**config.mk**
```make
export PLATFORM = sky130hd
export DESIGN_NAME = adc_spi_responder
export DESIGN_NICKNAME = d
export VERILOG_FILES = /design/src/rtl/adc_spi_responder.sv
export SDC_FILE = /design/constraint.sdc
export NUM_CORES = 1
export LEC_CHECK = 0
export ABC_AREA = 1
export CORE_MARGIN = 5
export CORE_UTILIZATION = 60
export CTS_CLUSTER_DIAMETER = 150
export DETAILED_ROUTE_END_ITERATION = 16
export PLACE_DENSITY_LB_ADDON = 0.2
export SLEW_MARGIN = 20
export SYNTH_ARGS = -nofsm -noshare
export SYNTH_HDL_FRONTEND = slang
export SYNTH_SLANG_ARGS = --single-unit
```
**constraint.sdc**
```tcl
create_clock -name CLK50 -period 4.6 [get_ports CLK50]
set_input_delay 0.46 -clock CLK50 [delete_from_list [all_inputs] [get_ports CLK50]]
set_output_delay 0.46 -clock CLK50 [all_outputs]
set_load 0.1 [all_outputs]
```
**src/rtl/adc_spi_responder.sv**
```systemverilog
// adc_spi_responder: SPI slave that streams one zero-padded ADC sample (external or ramp) per CS frame.
// CS and SCLK are oversampled on CLK50; data shifts out MSB first on SCLK falling edges.
module adc_spi_responder #(
    parameter int DATA_BITS  = 12,
    parameter int FRAME_BITS = 16
) (
    input  logic                 CLK50,
    input  logic                 MSS_RESET_N,
    input  logic                 CS,
    input  logic                 SCLK,
    output logic                 MISO,
    input  logic [DATA_BITS-1:0] sample_in,
    input  logic                 pattern_en,
    output logic                 frame_done,
    output logic                 frame_abort,
    output logic [15:0]          frame_count
);
    localparam int CW = $clog2(FRAME_BITS + 1);
    typedef enum logic [1:0] {IDLE, SHIFT, HOLD} state_t;
    state_t                state_q, state_d;
    logic [1:0]            cs_sync_q, sclk_sync_q, flush_q;
    logic                  cs_prev_q, sclk_prev_q, armed_q;
    logic [FRAME_BITS-1:0] shift_q, shift_d;
    logic [CW-1:0]         bit_cnt_q, bit_cnt_d;
    logic [DATA_BITS-1:0]  ramp_q, ramp_d;
    logic [15:0]           frame_count_q, frame_count_d;
    logic                  done_q, done_d, abort_q, abort_d;
    logic                  cs_fall, cs_rise, sclk_fall;
    // A frame may only start after a genuine CS high has crossed the synchronizer since reset,
    // so a CS held low through reset release is not mistaken for a falling edge.
    assign cs_fall   = armed_q & cs_prev_q & ~cs_sync_q[1];
    assign cs_rise   = ~cs_prev_q & cs_sync_q[1];
    assign sclk_fall = sclk_prev_q & ~sclk_sync_q[1];
    assign MISO        = shift_q[FRAME_BITS-1];
    assign frame_done  = done_q;
    assign frame_abort = abort_q;
    assign frame_count = frame_count_q;
    always_ff @(posedge CLK50) begin
        if (!MSS_RESET_N) begin
            state_q       <= IDLE;
            cs_sync_q     <= 2'b11;
            sclk_sync_q   <= 2'b11;
            cs_prev_q     <= 1'b1;
            sclk_prev_q   <= 1'b1;
            flush_q       <= 2'b00;
            armed_q       <= 1'b0;
            shift_q       <= '0;
            bit_cnt_q     <= '0;
            ramp_q        <= '0;
            frame_count_q <= '0;
            done_q        <= 1'b0;
            abort_q       <= 1'b0;
        end else begin
            state_q       <= state_d;
            cs_sync_q     <= {cs_sync_q[0], CS};
            sclk_sync_q   <= {sclk_sync_q[0], SCLK};
            cs_prev_q     <= cs_sync_q[1];
            sclk_prev_q   <= sclk_sync_q[1];
            flush_q       <= {flush_q[0], 1'b1};
            armed_q       <= armed_q | (flush_q[1] & cs_sync_q[1]);
            shift_q       <= shift_d;
            bit_cnt_q     <= bit_cnt_d;
            ramp_q        <= ramp_d;
            frame_count_q <= frame_count_d;
            done_q        <= done_d;
            abort_q       <= abort_d;
        end
    end
    always_comb begin
        state_d       = state_q;
        shift_d       = shift_q;
        bit_cnt_d     = bit_cnt_q;
        ramp_d        = ramp_q;
        frame_count_d = frame_count_q;
        done_d        = 1'b0;
        abort_d       = 1'b0;
        case (state_q)
            IDLE: if (cs_fall) begin
                shift_d   = FRAME_BITS'(pattern_en ? ramp_q : sample_in);
                bit_cnt_d = '0;
                state_d   = SHIFT;
            end
            SHIFT: if (cs_rise) begin
                abort_d = 1'b1;
                shift_d = '0;
                state_d = IDLE;
            end else if (sclk_fall) begin
                bit_cnt_d = bit_cnt_q + 1'b1;
                shift_d   = shift_q << 1;
                if (bit_cnt_q == CW'(FRAME_BITS - 1)) begin
                    shift_d       = '0;
                    done_d        = 1'b1;
                    frame_count_d = frame_count_q + 16'd1;
                    ramp_d        = ramp_q + 1'b1;
                    state_d       = HOLD;
                end
            end
            HOLD: if (cs_rise) state_d = IDLE;
            default: state_d = IDLE;
        endcase
    end
endmodule
```
# == After elaboration in Yosys (flattened, before gate mapping) ==
# Index checks and enable logic that the tools add are counted.
# classes
div,0
n_mux,19
n_addsub,3
reduce_logical,8
order_cmp,0
mul,0
n_shift,0
n_eq_ne,9
n_bitwise,13
# op_table
operator,n
$mux 16,4
$pmux 16 s2,1
$add 16x1->16 const B,1
$mux 5,3
$add 12x1->12 const B,1
$mux 12,1
$reduce_and 4->1,3
$mux 2,5
$pmux 5 s2,1
$ne 2x2->1 const B,4
$not 1->1,7
$ne 3x3->1 const B,2
$pmux 2 s3,1
$add 5x1->5 const B,1
$and 1x1->1,5
$eq 5x4->1 const B,1
$reduce_or 4->1,1
$mux 1,3
$reduce_and 3->1,1
$eq 2x1->1 const B,1
$eq 2x2->1 const B,1
$logic_not 2->1,1
$reduce_and 2->1,1
$reduce_bool 2->1,1
$or 1x1->1,1
# word_totals
latchBits,0
mem_count,0
ramBits,0
mem_bits_ro,0
out_inout_bits,19
regBits,62

# == Longest topological paths before layout ==
# logic_depth
ltp_word,5
ltp_mapped,12
ltp_nobuf,12

# == Worst setup path before layout ==
# Ideal clock, no wire load.
# synth_path
path_type,register -> register
start,reg frame_count_q[1] (netlist: frame_count[1])
end,reg frame_count_q[12] (netlist: frame_count[12])
period_less_slack_ps,1972
slack_ps,2628
setup_ps,132
arrival_time_ps,1840
stages_incl_launch_ff,9
required_ps,4468
path_buffers,0
path_cell_list,dfxtp_1 ha_1 inv_1 nor2_1 nand3_1 nand2_1 nand2_1 nand2_1 a21oi_1
# synth_via
elab_chain_len,1
# synth_lines
element,line_no,rtl
"start, declared",26,"logic [15:0] frame_count_q, frame_count_d;"
"start signal, assigned",64,frame_count_q <= frame_count_d;
$add 16x1->16,93,frame_count_d = frame_count_q + 16'd1;
# Every way passes these cells.
# A chain may end at the register's enable or synchronous reset.

# == Worst setup path in the final report ==
# layout_path
start,reg frame_count_q[12] (netlist: frame_count[12])
end,out frame_count[12]
# layout_rtl
element,line_no,rtl
"end, declared",16,output logic [15:0] frame_count
# No word-level cell between the ends.

==> flow_metrics.py <==
metrics = {
    "cts": {
        "cts_sinks": 62,
        "cts_tree": "built",
        "worstSkewPairLatency_ns": 0.35,
        "htree_levels": 3,
        "root_buffer": "clkbuf_8",
        "post_cts_buffers": 0,
        "numCtsBuffers": 9,
        "cts_hold_buf": 0,
        "post_cts_resized": 0,
        "cts_buffer_depth": 2,
        "path_clk_slew_ns": 0.07,
    },
    "synthesis": {
        "synth_ff_type": "dfxtp_1",
        "synth_cell_types": 31,
        "synth.most_common_cell": "nand2_1",
        "async_reset_ff_share_pct": 0,
        "synth-seq-cells": 62,
        "synth_nets": 478,
        "synth_top_area_share_pct": 40.42,
        "synth_area_um2": 3070,
        "yosys.area.top_type": "dfxtp_1",
        "ys_seq_area_share_pct": 40.42,
        "netlist_top_cells_count": "97 x nand2_1, 80 x nor2_1, 62 x dfxtp_1, 47 x o21ai_0, 45 x inv_1",
        "yosysWarnings": 0,
        "syn_area_per_cell_um2": 6.733,
        "synth_edf_count": 0,
        "synth_area_leaders": "dfxtp_1 40%, nand2_1 12%, nor2_1 9.8%",
        "syn-instance-count": 456,
    },
    "global_route": {
        "grt_pass1_wl_um": 12060,
        "grt_max_degree": 39,
        "gr-total-overflow": 0,
        "grt.total_usage_pct": 23.35,
        "antenna_found_initial": 0,
        "first_global_vias": 2750,
    },
    "worst_setup_path": {
        "path_buf_inv": 1,
        "cp.arrival_ns": 2.00,
        "critPathLaunchType": "register",
        "critPathMaxFanout": 7,
        "crit_type": "reg2out",
        "critPathTopFamily": "buffers and inverters",
        "worstPathCellList": "clkdlybuf4s50_1",
        "crit_path_top_delay_cell": "clkdlybuf4s50_1",
        "crit_required_ns": 4.14,
        "critPathMaxStageDelay_ns": 1.19,
        "cp-end-kind": "output pin",
    },
    "timing": {
        "fmax_mhz": 407.0,
        "clock_skew_ns": 0.01198,
        "setup_viol": 0,
        "worst_slew_pin_slew_ns": 0.9842,
        "fin_crit_sh_pct": 53.42,
        "relSlewSlack_pct": 34.18,
        "drv_slew": 0,
        "layout_min_cycle_time_ns": 2.457,
        "rsz0062_at_grt": "no",
        "finalHoldViolCount": 0,
        "setup_tns_ns": 0,
    },
    "power_and_ir_drop": {
        "ir_worst_vdd_mv": 0.2185,
        "cellInternalPower_uw": 812.3,
        "p_per_area_nw_per_um2": 293.8,
        "seq_power_share_pct": 52.0,
        "p_leak_nw": 1.406,
        "switching_share_pct": 23.55,
        "clkPwrFrac_pct": 42.1,
        "p_switching_uw": 250.2,
        "combinationalPowerShare_pct": 5.9,
    },
    "finish": {
        "num-fill-cells": 438,
        "layout.nets": 509,
        "synthToLayoutAreaGrowth_pct": 17.77,
        "multi_input_area_um2": 1559,
        "regArea_um2": 1241,
        "antenna-diode-count": 0,
        "drive_gt1_share_pct": 7.927,
        "fin_util_pct": 71.71,
    },
    "detailed_routing": {
        "vias": 2936,
        "routed_wl_um": 6977,
        "initialDrtViolationCount": 226,
        "vias_per_cell": 5.224,
        "routedWlPerCell_um": 12.41,
        "drt_first_pass_iters": 5,
        "route.detailed.drc": 0,
        "ant_nets": 0,
    },
    "placed_design": {
        "gp_congestion": 0.8698,
        "io_buffers": 35,
        "hpwl_um": 4826,
    },
    "job": {
        "maxCapViolations": 0,
    },
    "die": {
        "die_area_um2": 6648,
        "die_h_um": 81.54,
        "coreArea_um2": 5042,
        "die_w_um": 81.54,
        "initial_utilization_pct": 60.89,
        "pin_count": 36,
        "fp-row-count": 26,
    },
    "status": {
        "status": "completed",
    },
    "hold_path": {
        "hold_class": "reg2reg",
    },
}
metal layers:
layer / vias to the layer above / part of all wire, % / track usage (%)
met3: 14 / 5.6 / 5.373
met4: 0 / 1.8 / 10.14
li1: 1522 / - / -
met2: 91 / 47 / 39.25
met1: 1309 / 45 / 28.44
met5: - / 0 / 0
state kept, by name, indices dropped and copies added, names as in the netlist:
signal       cells
armed_q          1
bit_cnt_q        5
cs_prev_q        1
cs_sync_q        2
flush_q          2
frame_abort      1
frame_count     16
frame_done       1
ramp_q          12
sclk_prev_q      1
sclk_sync_q      2
shift_q         16
state_q          2
worst paths after layout:
path                                               endpoint  slack [ns]                         start  cells past startpoint
worst max-delay path                        frame_count[12]        2.14  frame_count[12]$_SDFFE_PN0P_                      1
worst min register to register      cs_sync_q[1]$_SDFF_PN1_        0.41       cs_sync_q[0]$_SDFF_PN1_                      1
worst max register to register  frame_count[8]$_SDFFE_PN0P_        2.46     bit_cnt_q[0]$_SDFFE_PN0P_                     11
worst min-delay path                cs_sync_q[1]$_SDFF_PN1_        0.41       cs_sync_q[0]$_SDFF_PN1_                      1
kinds of logic after synthesis:
logic type	after synthesis	share of synthesized area, %
AND/OR/NAND/NOR	244	34.88
AO/OA/AOI/OAI	78	13.28
buffers and inverters	65	8.802
flip-flops	62	40.42
adder cells (fa/ha/maj)	5	2.037
XOR/XNOR	2	0.5706
layout make-up:
cell class                 count  share of cell area, %
timing repair buffer          36                  9.896
tap                           70                  2.422
clock buffer                  13                  4.671
multi-input combinational    329                  43.11
clock inverter                 3                 0.4844
inverter                      49                  5.086
sequential                    62                  34.33
metrics by stage:
step                hold WS [ns]  instances  cell area, µm²  power (mW)  setup WS, ns
floorplan                 0.3905        456            3070      0.6046         2.628
global placement          0.3935        546            3430      0.6256         2.370
detailed placement        0.3967        546            3430      0.6270         2.334
CTS                       0.4112        562            3616       1.065         2.135
global route              0.4205        562            3616       1.106         2.090
finish                    0.4120        562            3616       1.063         2.143
placed cells by master, fill, tap and decap left out, types with 2 or more instances in the layout:
master / instances
clkbuf_8: 12
nand2_1: 97
nor2_2: 7
or2_2: 4
nor2_4: 3
inv_1: 45
o21ai_0: 47
a31oi_1: 2
dfxtp_1: 62
clkdlybuf4s50_1: 35
o31ai_1: 2
a21oi_1: 19
nor2_1: 80
nand3_1: 32
ha_1: 5
inv_2: 4
nor3_1: 4
clkinv_2: 2
o21ai_1: 6
nand4_1: 11
power groups by stage:
| stage | sequential, mW | combinational [mW] | clock [mW] |
|---|---|---|---|
| 2_1_floorplan | 0.566 | 0.0385 | 0 |
| 3_3_place_gp | 0.564 | 0.0613 | 0 |
| 3_5_place_dp | 0.564 | 0.0625 | 0 |
| 4_1_cts | 0.552 | 0.0626 | 0.450 |
| 5_1_grt | 0.553 | 0.0712 | 0.481 |
| 6_report | 0.553 | 0.0627 | 0.447 |
(Power assumes the default switching activity.)
